==> config.mk <==
export PLATFORM = sky130hd
export DESIGN_NAME = uart_alu_frame_if_flat
export DESIGN_NICKNAME = d
export VERILOG_FILES = /design/src/rtl/uart_alu_frame_if_if.sv /design/src/rtl/uart_alu_frame_if.sv /design/src/flat_wrapper.sv
export SDC_FILE = /design/constraint.sdc
export NUM_CORES = 1
export LEC_CHECK = 0
export CAP_MARGIN = 20
export CORE_MARGIN = 8
export CORE_UTILIZATION = 54
export DETAILED_ROUTE_END_ITERATION = 8
export PLACE_DENSITY = 0.84
export SETUP_SLACK_MARGIN = 0.1
export SYNTH_ARGS = -nofsm -noshare
export SYNTH_HDL_FRONTEND = slang
export SYNTH_SLANG_ARGS = --single-unit
==> constraint.sdc <==
create_clock -name i_clock -period 4.19 [get_ports i_clock]
set_input_delay 0.419 -clock i_clock [delete_from_list [all_inputs] [get_ports i_clock]]
set_output_delay 0.419 -clock i_clock [all_outputs]
set_load 0.01 [all_outputs]
==> src/rtl/uart_alu_frame_if_if.sv <==
// Signal bundle between the frame interface (slave side) and its UART/ALU environment (master side).
// Strobe semantics: i_valid, o_alu_valid, o_tx_start, i_tx_done, o_timeout and o_overrun are single-cycle
// strobes with no backpressure; a byte is taken on any cycle i_valid is high and the block is not busy.
interface uart_alu_frame_if_if #(
  parameter int NB_DATA    = 8,
  parameter int NB_OPERAND = 16,
  parameter int NB_RESULT  = 16,
  parameter int NB_OP      = 6
);
  logic        [NB_DATA-1:0]    i_data;
  logic                         i_valid;
  logic        [NB_RESULT-1:0]  i_alu_result;
  logic                         i_tx_done;
  logic signed [NB_OPERAND-1:0] o_data_a;
  logic signed [NB_OPERAND-1:0] o_data_b;
  logic        [NB_OP-1:0]      o_operation;
  logic                         o_alu_valid;
  logic        [NB_DATA-1:0]    o_tx_data;
  logic                         o_tx_start;
  logic                         o_busy;
  logic                         o_timeout;
  logic                         o_overrun;
  logic        [2:0]            dbg_state;

  modport slave (
    input  i_data, i_valid, i_alu_result, i_tx_done,
    output o_data_a, o_data_b, o_operation, o_alu_valid, o_tx_data,
           o_tx_start, o_busy, o_timeout, o_overrun, dbg_state
  );

  modport master (
    output i_data, i_valid, i_alu_result, i_tx_done,
    input  o_data_a, o_data_b, o_operation, o_alu_valid, o_tx_data,
           o_tx_start, o_busy, o_timeout, o_overrun, dbg_state
  );
endinterface

==> src/rtl/uart_alu_frame_if.sv <==
// Assembles MSB-first A/B/opcode frames from UART RX bytes, strobes the ALU, and
// serialises the captured result back out through the TX start/done handshake.
module uart_alu_frame_if #(
  parameter int NB_DATA    = 8,
  parameter int NB_OPERAND = 16,
  parameter int NB_RESULT  = 16,
  parameter int NB_OP      = 6,
  parameter int TIMEOUT    = 50000
) (
  input  logic                  i_clock,
  input  logic                  i_reset,
  uart_alu_frame_if_if.slave    bus
);

  localparam int NBY_OP  = NB_OPERAND / NB_DATA;
  localparam int NBY_RES = NB_RESULT / NB_DATA;
  localparam int CW_OP   = $clog2(NBY_OP + 1);
  localparam int CW_RES  = $clog2(NBY_RES + 1);
  localparam int TW      = $clog2(TIMEOUT + 1);

  typedef enum logic [2:0] {
    RX_A    = 3'd0,
    RX_B    = 3'd1,
    RX_OP   = 3'd2,
    EXEC    = 3'd3,
    TX_LOAD = 3'd4,
    TX_WAIT = 3'd5
  } state_t;

  state_t               state, state_nxt;
  logic [CW_OP-1:0]     rx_cnt;
  logic [CW_RES-1:0]    tx_cnt;
  logic [TW-1:0]        idle_cnt;
  logic [NB_RESULT-1:0] res_sr;

  logic rx_state, busy_state, in_frame, field_last, tx_last, timeout_hit;
  logic alu_valid_nxt, tx_start_nxt, timeout_nxt, overrun_nxt, busy_nxt;

  assign rx_state   = (state == RX_A) || (state == RX_B) || (state == RX_OP);
  assign busy_state = (state == EXEC) || (state == TX_LOAD) || (state == TX_WAIT);
  // A frame is "open" once any byte of it has landed; only open frames can time out.
  assign in_frame    = (state == RX_B) || (state == RX_OP) || (rx_cnt != '0);
  assign field_last  = (rx_cnt == CW_OP'(NBY_OP - 1));
  assign tx_last     = (tx_cnt == CW_RES'(NBY_RES - 1));
  assign timeout_hit = rx_state && in_frame && !bus.i_valid && (idle_cnt == TW'(TIMEOUT));
  assign bus.dbg_state = state;

  always_ff @(posedge i_clock or negedge i_reset) begin
    if (!i_reset) state <= RX_A;
    else          state <= state_nxt;
  end

  always_comb begin
    state_nxt = state;
    case (state)
      RX_A:    if (timeout_hit) state_nxt = RX_A;
               else if (bus.i_valid && field_last) state_nxt = RX_B;
      RX_B:    if (timeout_hit) state_nxt = RX_A;
               else if (bus.i_valid && field_last) state_nxt = RX_OP;
      RX_OP:   if (timeout_hit) state_nxt = RX_A;
               else if (bus.i_valid) state_nxt = EXEC;
      EXEC:    state_nxt = TX_LOAD;
      TX_LOAD: state_nxt = TX_WAIT;
      TX_WAIT: if (bus.i_tx_done) state_nxt = tx_last ? RX_A : TX_LOAD;
      default: state_nxt = RX_A;
    endcase
  end

  // Next values of the registered outputs; strobes are one cycle by construction.
  always_comb begin
    alu_valid_nxt = (state == RX_OP) && bus.i_valid;
    tx_start_nxt  = (state == TX_LOAD);
    timeout_nxt   = timeout_hit;
    overrun_nxt   = busy_state && bus.i_valid && !bus.o_overrun;
    busy_nxt      = (state_nxt == EXEC) || (state_nxt == TX_LOAD) || (state_nxt == TX_WAIT);
  end

  always_ff @(posedge i_clock or negedge i_reset) begin
    if (!i_reset) begin
      rx_cnt          <= '0;
      tx_cnt          <= '0;
      idle_cnt        <= '0;
      res_sr          <= '0;
      bus.o_data_a    <= '0;
      bus.o_data_b    <= '0;
      bus.o_operation <= '0;
      bus.o_alu_valid <= 1'b0;
      bus.o_tx_data   <= '0;
      bus.o_tx_start  <= 1'b0;
      bus.o_busy      <= 1'b0;
      bus.o_timeout   <= 1'b0;
      bus.o_overrun   <= 1'b0;
    end else begin
      bus.o_alu_valid <= alu_valid_nxt;
      bus.o_tx_start  <= tx_start_nxt;
      bus.o_timeout   <= timeout_nxt;
      bus.o_overrun   <= overrun_nxt;
      bus.o_busy      <= busy_nxt;

      if (timeout_hit || !rx_state || !in_frame || bus.i_valid) idle_cnt <= '0;
      else                                                       idle_cnt <= idle_cnt + TW'(1);

      if (timeout_hit)
        rx_cnt <= '0;
      else if (rx_state && bus.i_valid)
        rx_cnt <= ((state == RX_OP) || field_last) ? '0 : rx_cnt + CW_OP'(1);

      // Operands shift in MSB-first; the shift form also covers single-byte operands.
      if (bus.i_valid) begin
        case (state)
          RX_A:    bus.o_data_a    <= (bus.o_data_a << NB_DATA) | NB_OPERAND'(bus.i_data);
          RX_B:    bus.o_data_b    <= (bus.o_data_b << NB_DATA) | NB_OPERAND'(bus.i_data);
          RX_OP:   bus.o_operation <= bus.i_data[NB_OP-1:0];
          default: ;
        endcase
      end

      case (state)
        EXEC: begin
          res_sr <= bus.i_alu_result;
          tx_cnt <= '0;
        end
        TX_LOAD: bus.o_tx_data <= res_sr[NB_RESULT-1 -: NB_DATA];
        TX_WAIT: if (bus.i_tx_done && !tx_last) begin
          res_sr <= res_sr << NB_DATA;
          tx_cnt <= tx_cnt + CW_RES'(1);
        end
        default: ;
      endcase
    end
  end

endmodule

==> src/flat_wrapper.sv <==
// flat-port wrapper written by rule: the top's interface ports become plain ports
module uart_alu_frame_if_flat 
#(
  parameter int NB_DATA    = 8,
  parameter int NB_OPERAND = 16,
  parameter int NB_RESULT  = 16,
  parameter int NB_OP      = 6,
  parameter int TIMEOUT    = 50000
)
  (i_clock, i_reset, bus_i_data, bus_i_valid, bus_i_alu_result, bus_i_tx_done, bus_o_data_a, bus_o_data_b, bus_o_operation, bus_o_alu_valid, bus_o_tx_data, bus_o_tx_start, bus_o_busy, bus_o_timeout, bus_o_overrun, bus_dbg_state);
  uart_alu_frame_if_if #(.NB_DATA(NB_DATA), .NB_OPERAND(NB_OPERAND), .NB_RESULT(NB_RESULT), .NB_OP(NB_OP)) bus_i ();
  input  logic i_clock;
  input  logic i_reset;
  input wire logic [$bits(bus_i.i_data)-1:0] bus_i_data;
  input wire logic [$bits(bus_i.i_valid)-1:0] bus_i_valid;
  input wire logic [$bits(bus_i.i_alu_result)-1:0] bus_i_alu_result;
  input wire logic [$bits(bus_i.i_tx_done)-1:0] bus_i_tx_done;
  output wire logic [$bits(bus_i.o_data_a)-1:0] bus_o_data_a;
  output wire logic [$bits(bus_i.o_data_b)-1:0] bus_o_data_b;
  output wire logic [$bits(bus_i.o_operation)-1:0] bus_o_operation;
  output wire logic [$bits(bus_i.o_alu_valid)-1:0] bus_o_alu_valid;
  output wire logic [$bits(bus_i.o_tx_data)-1:0] bus_o_tx_data;
  output wire logic [$bits(bus_i.o_tx_start)-1:0] bus_o_tx_start;
  output wire logic [$bits(bus_i.o_busy)-1:0] bus_o_busy;
  output wire logic [$bits(bus_i.o_timeout)-1:0] bus_o_timeout;
  output wire logic [$bits(bus_i.o_overrun)-1:0] bus_o_overrun;
  output wire logic [$bits(bus_i.dbg_state)-1:0] bus_dbg_state;
  assign bus_i.i_data = bus_i_data;
  assign bus_i.i_valid = bus_i_valid;
  assign bus_i.i_alu_result = bus_i_alu_result;
  assign bus_i.i_tx_done = bus_i_tx_done;
  assign bus_o_data_a = bus_i.o_data_a;
  assign bus_o_data_b = bus_i.o_data_b;
  assign bus_o_operation = bus_i.o_operation;
  assign bus_o_alu_valid = bus_i.o_alu_valid;
  assign bus_o_tx_data = bus_i.o_tx_data;
  assign bus_o_tx_start = bus_i.o_tx_start;
  assign bus_o_busy = bus_i.o_busy;
  assign bus_o_timeout = bus_i.o_timeout;
  assign bus_o_overrun = bus_i.o_overrun;
  assign bus_dbg_state = bus_i.dbg_state;
  uart_alu_frame_if #(.NB_DATA(NB_DATA), .NB_OPERAND(NB_OPERAND), .NB_RESULT(NB_RESULT), .NB_OP(NB_OP), .TIMEOUT(TIMEOUT)) u_core (.i_clock(i_clock), .i_reset(i_reset), .bus(bus_i));
endmodule
======== After elaboration in Yosys (flattened, before gate mapping) ========
Cells that the tools add are included.
storage, ports and cells
  logic and storage cells ................. 82
  flip-flop bits (word level) ............. 90
  output and inout port bits .............. 54
  bits of input ports ..................... 28
operators by class
  $add $sub $neg .......................... 3
  reduce and logical (&&, ||, !) cells .... 34
  eq/ne operators ......................... 12
  bitwise gates (word level) .............. 2
  muxes and demuxes ....................... 17
operator list
  cell                                                  number
  two-way mux 16 bit                                    2
  bitwise OR 16 x 8 -> 16 bit                           2
  case mux 16 bit (2 select lines)                      1
  two-way mux 3 bit                                     8
  case mux 3 bit (6 select lines)                       1
  adder 16 x 1 -> 16 bit (second input constant)        1
  equality test 16 bit (second input constant)          1
  equality test 3 bit (second input constant)           4
  logical OR 1 bit                                      12
  equality test 3 x 2 -> 1 bit (second input constant)  3
  logical AND 1 bit                                     9
  two-way mux 2 bit                                     4
  AND reduction 2 bit                                   4
  nonzero test 2 bit                                    3
  logical NOT 1 bit                                     5
  adder 2 x 1 -> 2 bit (second input constant)          2
  equality test 2 x 1 -> 1 bit (second input constant)  2
  case mux 2 bit (2 select lines)                       1
  equality test 3 x 1 -> 1 bit (second input constant)  1
  logical NOT 3 bit                                     1
  inequality test 2 bit (second input constant)         1

======== Longest topological paths before layout ========
  word-level depth ........................ 11
  gate-level depth with buffers ........... 7
  depth with buffers taken out ............ 6

======== Worst setup path after synthesis ========
Ideal clock, no wire load.
  path type ............................... flip-flop to flip-flop
  start point ............................. register u_core.state[0], in the netlist u_core.bus.dbg_state[0]
  end point ............................... register u_core.bus.o_data_a[6]
  library setup time ...................... 0.125 ns
  required time ........................... 4.065 ns
  period minus slack after synthesis ...... 1.731 ns
  stages on the path, launching flop included .. 5
  arrival time ............................ 1.606 ns
  path buffers ............................ 2
  slack ................................... 2.459 ns
  path through ............................ dfrtp_1 buf_2 nor4b_4 buf_4 mux2_2
on the way
  word-level cells in the longest chain between the ends .. 2
ends and longest elaborated chain
  element                               line                        source
  from (decl)                           uart_alu_frame_if.sv:30     state_t state, state_nxt;
  from (signal assigned)                uart_alu_frame_if.sv:50     else state <= state_nxt;
  logical NOT 3 bit                     uart_alu_frame_if.sv:110    case (state)
  AND reduction 2 bit (no source line)  n/a
  to (signal assigned)                  uart_alu_frame_if.sv:111    RX_A: bus.o_data_a <= (bus.o_data_a << NB_DATA) | NB_OPERAND'(bus.i_data);
  to (decl)                             uart_alu_frame_if_if.sv:27  output o_data_a, o_data_b, o_operation, o_alu_valid, o_tx_data,
No other way between the ends.
A chain may end at the register's enable or synchronous reset.

======== Worst setup path in the final report ========
  start point ............................. register u_core.state[2], in the netlist u_core.bus.dbg_state[2]
  end point ............................... register u_core.bus.o_tx_data[5]
on the way
  word-level cells in the longest chain between the ends .. 1
ends and longest elaborated chain
  element               line                        source
  equality test 3 bit   uart_alu_frame_if.sv:118    case (state)
  to (signal assigned)  uart_alu_frame_if.sv:123    TX_LOAD: bus.o_tx_data <= res_sr[NB_RESULT-1 -: NB_DATA];
  to (decl)             uart_alu_frame_if_if.sv:27
No other way between the ends.

==> reports/metrics.csv <==
stage,metric,value,unit
synthesis,top post-synthesis cells by area,"dfrtp_1 (59%), mux2_2 (10%), mux2_1 (3.2%)",
pwr,peak supply drop,0.467,mV
final_layout,Final Util,72.8,%
global_routing,gr usage total,17.3,%
placement,routability-driven placement congestion ratio,0.750,
flow_run,max cap viols,0,
timing,max-slew violations,0,
global_routing,largest net degree at the start of global routing,91,
pwr,power density of the placed cells,697,nW/um^2
setup_path,"Largest delay share family, worst path",simple AND/OR/NAND/NOR gates,
synthesis,Synth area leader,dfrtp_1,
clocking,CTS tree,yes,
clocking,CTS Buf Count,9,
synthesis,Synthesis Warnings,0,
setup_path,Worst EP arrival,2.43,ns
final_layout,filler cell count,503,
timing,RSZ-0062 raised after global routing,no,
setup_path,crit path kind,flip-flop to flip-flop,
die,die area,10100,um^2
clocking,CTS clock-pin slew for the worst setup and hold paths,0.10,ns
final_layout,n_diodes,0,
routing,via count,2551,
die,Ports,82,
timing,Rel. slew slack,30.3,%
synthesis,Yosys top cell area share,58.7,%
global_routing,vias in the first global route,2688,
final_layout,layout cell share with drive strength beyond 1,17.5,%
clocking,CTS Sinks,90,
setup_path,Critical Path Source Type,flip-flop,
setup_path,Worst path slowest cell,nor2b_1,
die,core area,6830,um^2
die,Die Span Y,100,um
global_routing,GRT overflow,0,
synthesis,async set or reset register ratio after synthesis,100,%
synthesis,register area share after synthesis,58.7,%
clocking,CTS resizes,0,
setup_path,crit-path max FO,11,
timing,Worst Skew,0.0141,ns
routing,DR DRC count,0,
placement,DP HPWL,5880,um
routing,Pre-antenna DRT Iters,4,
placement,dpl cell area,4710,um^2
timing,Final setup viols,0,
timing,worst hold-check slack,-0.00288,ns
synthesis,post-synthesis cell area,3840,um^2
synthesis,Post-synth EDFFs,0,
synthesis,main flop type after synthesis,dfrtp_1,
setup_path,CP Data Required Time,4.44,ns
clocking,"Clk Latency, worst-skew pair",0.36,ns
routing,Post-Route WL,8440,um
clocking,# hold bufs at CTS,0,
placement,port bufs,81,
setup_path,critical path's largest stage delay,0.69,ns
timing,Setup TNS,0,ns
clocking,Longest Clk Path Bufs,2,
final_layout,Final Non-Filler Cells,479,
die,die width,100,um
routing,routed len/inst,17.6,um
outcome,violated checks,hold timing,
outcome,outcome,finished with violations,
global_routing,global-route wire length before repair,13800,um
synthesis,Netlist cell types,44,
timing,fmax,0.459,GHz
die,starting density of the core,56.2,%
global_routing,initial antenna violation count,0,
timing,Worst-Margin Slew,1.04,ns
final_layout,Area Growth Syn to Fin,29.7,%
clocking,root buffer cell,clkbuf_8,
routing,DR vias/cell,5.33,
synthesis,"Net Count, Synth",329,
min_path,HP Class,input port to asynchronous set/reset pin,
timing,"Min Clock Period, post-route",2.18,ns
routing,Detailed Route Iter0 Violations,76,
timing,final hold vios,1,
routing,Antenna Violating Nets Remaining,0,
clocking,H-tree Lvls,3,
final_layout,fin nets,411,
final_layout,Final Cell Area,4980,um^2
clocking,"Setup Fix Bufs, Post-CTS",0,
timing,Final period util,52.0,%
synthesis,Yosys reg bits,90,
setup_path,Worst Setup End Kind,flip-flop,
synthesis,syn_area_per_cell,13.0,um^2
setup_path,CP Cell Sequence,nor2b_1 > nor2b_1 > mux2_2,
synthesis,Syn Inst Count,296,
placement,Inst Count DP,461,
setup_path,crit path buf inv count,0,
setup_path,cell mode on critical path,nor2b_1,
pwr,Leak,0.00219,uW
die,row count,30,
## per-layer routing
layer | routed length, um | share of wire [%] | global-route usage, % | up-vias
met4 | 97 | 1.1 | 5.58 | 0
met1 | 3530 | 42 | 21.2 | 1272
li1 | - | - | - | 1205
met3 | 522 | 6.2 | 4.91 | 12
met5 | 0 | 0 | 0 | -
met2 | 4290 | 51 | 28.5 | 62
## layout by cell type (no fill, tap or decap), types with 9 or more instances in the layout
master	count
o21ai_0	12
nor2_1	16
a22o_1	9
nand2_1	18
mux2_1	11
mux2i_1	9
clkdlybuf4s50_1	80
clkbuf_8	9
mux2_2	35
dfrtp_1	90
## metrics by stage
| step | worst slack (ns) | power, uW |
|---|---|---|
| final | 2.01 | 3470 |
| after global routing | 1.85 | 3670 |
| after CTS | 1.99 | 3500 |
| after detailed placement | 1.62 | 2820 |
| after global placement | 1.69 | 2750 |
| after floorplan | 2.46 | 2120 |
## synthesized netlist by cell type (7+ instances only)
| master | number |
|---|---|
| nand3_1 | 8 |
| inv_1 | 8 |
| dfrtp_1 | 90 |
| xor2_1 | 8 |
| a22o_1 | 9 |
| mux2i_1 | 9 |
| o21ai_0 | 12 |
| nand2_1 | 18 |
| buf_2 | 7 |
| mux2_1 | 11 |
| mux2_2 | 35 |
| nor2_1 | 16 |
| a21oi_1 | 8 |
## state kept, by name, summed over array words and instances, names as in the netlist
| name | flops |
|---|---|
| u_core.bus.dbg_state | 3 |
| u_core.tx_cnt | 2 |
| u_core.res_sr | 16 |
| u_core.bus.o_busy | 1 |
| u_core.bus.o_alu_valid | 1 |
| u_core.bus.o_tx_start | 1 |
| u_core.bus.o_operation | 6 |
| u_core.bus.o_data_a | 16 |
| u_core.bus.o_data_b | 16 |
| u_core.bus.o_overrun | 1 |
| u_core.rx_cnt | 2 |
| u_core.bus.o_tx_data | 8 |
| u_core.bus.o_timeout | 1 |
| u_core.idle_cnt | 16 |
## path summary, 6_finish.rpt
| path | from | end | slack [ns] | cells past startpoint |
|---|---|---|---|---|
| setup reg to reg | u_core.bus.dbg_state[2] | u_core.bus.o_tx_data[5] | 2.01 | 3 |
| setup / recovery | u_core.bus.dbg_state[2] | u_core.bus.o_tx_data[5] | 2.01 | 3 |
| max in group asynchronous | i_reset | u_core.idle_cnt[7] | 3.56 | 2 |
| hold / removal | i_reset | u_core.res_sr[13] | -0.003 | 1 |
| hold reg to reg | u_core.bus.o_overrun | u_core.bus.o_overrun | 0.48 | 1 |
| min in group i_clock | u_core.bus.o_overrun | u_core.bus.o_overrun | 0.48 | 1 |
## layout make-up
type | count | area [um^2] | share of cell area [%]
flip-flops and latches | 90 | 2250 | 45.3
multi-input cells | 185 | 1490 | 30.0
repair buffers | 84 | 855 | 17.2
clock buffers | 9 | 124 | 2.49
well taps | 96 | 120 | 2.41
clock inverters | 7 | 101 | 2.04
inverters | 8 | 30.0 | 0.603
## logic make-up after synthesis
group / Yosys count / synth area share [%]
flops: 90 / 58.7
buf+inv: 21 / 2.77
compound gates: 39 / 7.11
fa+ha+maj: 5 / 1.63
simple gates: 76 / 11.7
xor+xnor: 10 / 2.28
mux: 55 / 15.8
## power breakdown
part / internal (uW) / total [uW] / switching (uW)
registers: 1200 / 1440 / 239
clock network: 342 / 665 / 323
logic: 792 / 1360 / 568
## worst register-to-register path, stage by stage (launching register included)
cell     delay, ns
dfrtp_1       0.59
nor2b_1       0.37
nor2b_1       0.69
mux2_2        0.42
Note: power is estimated with default switching activity, not from simulation.
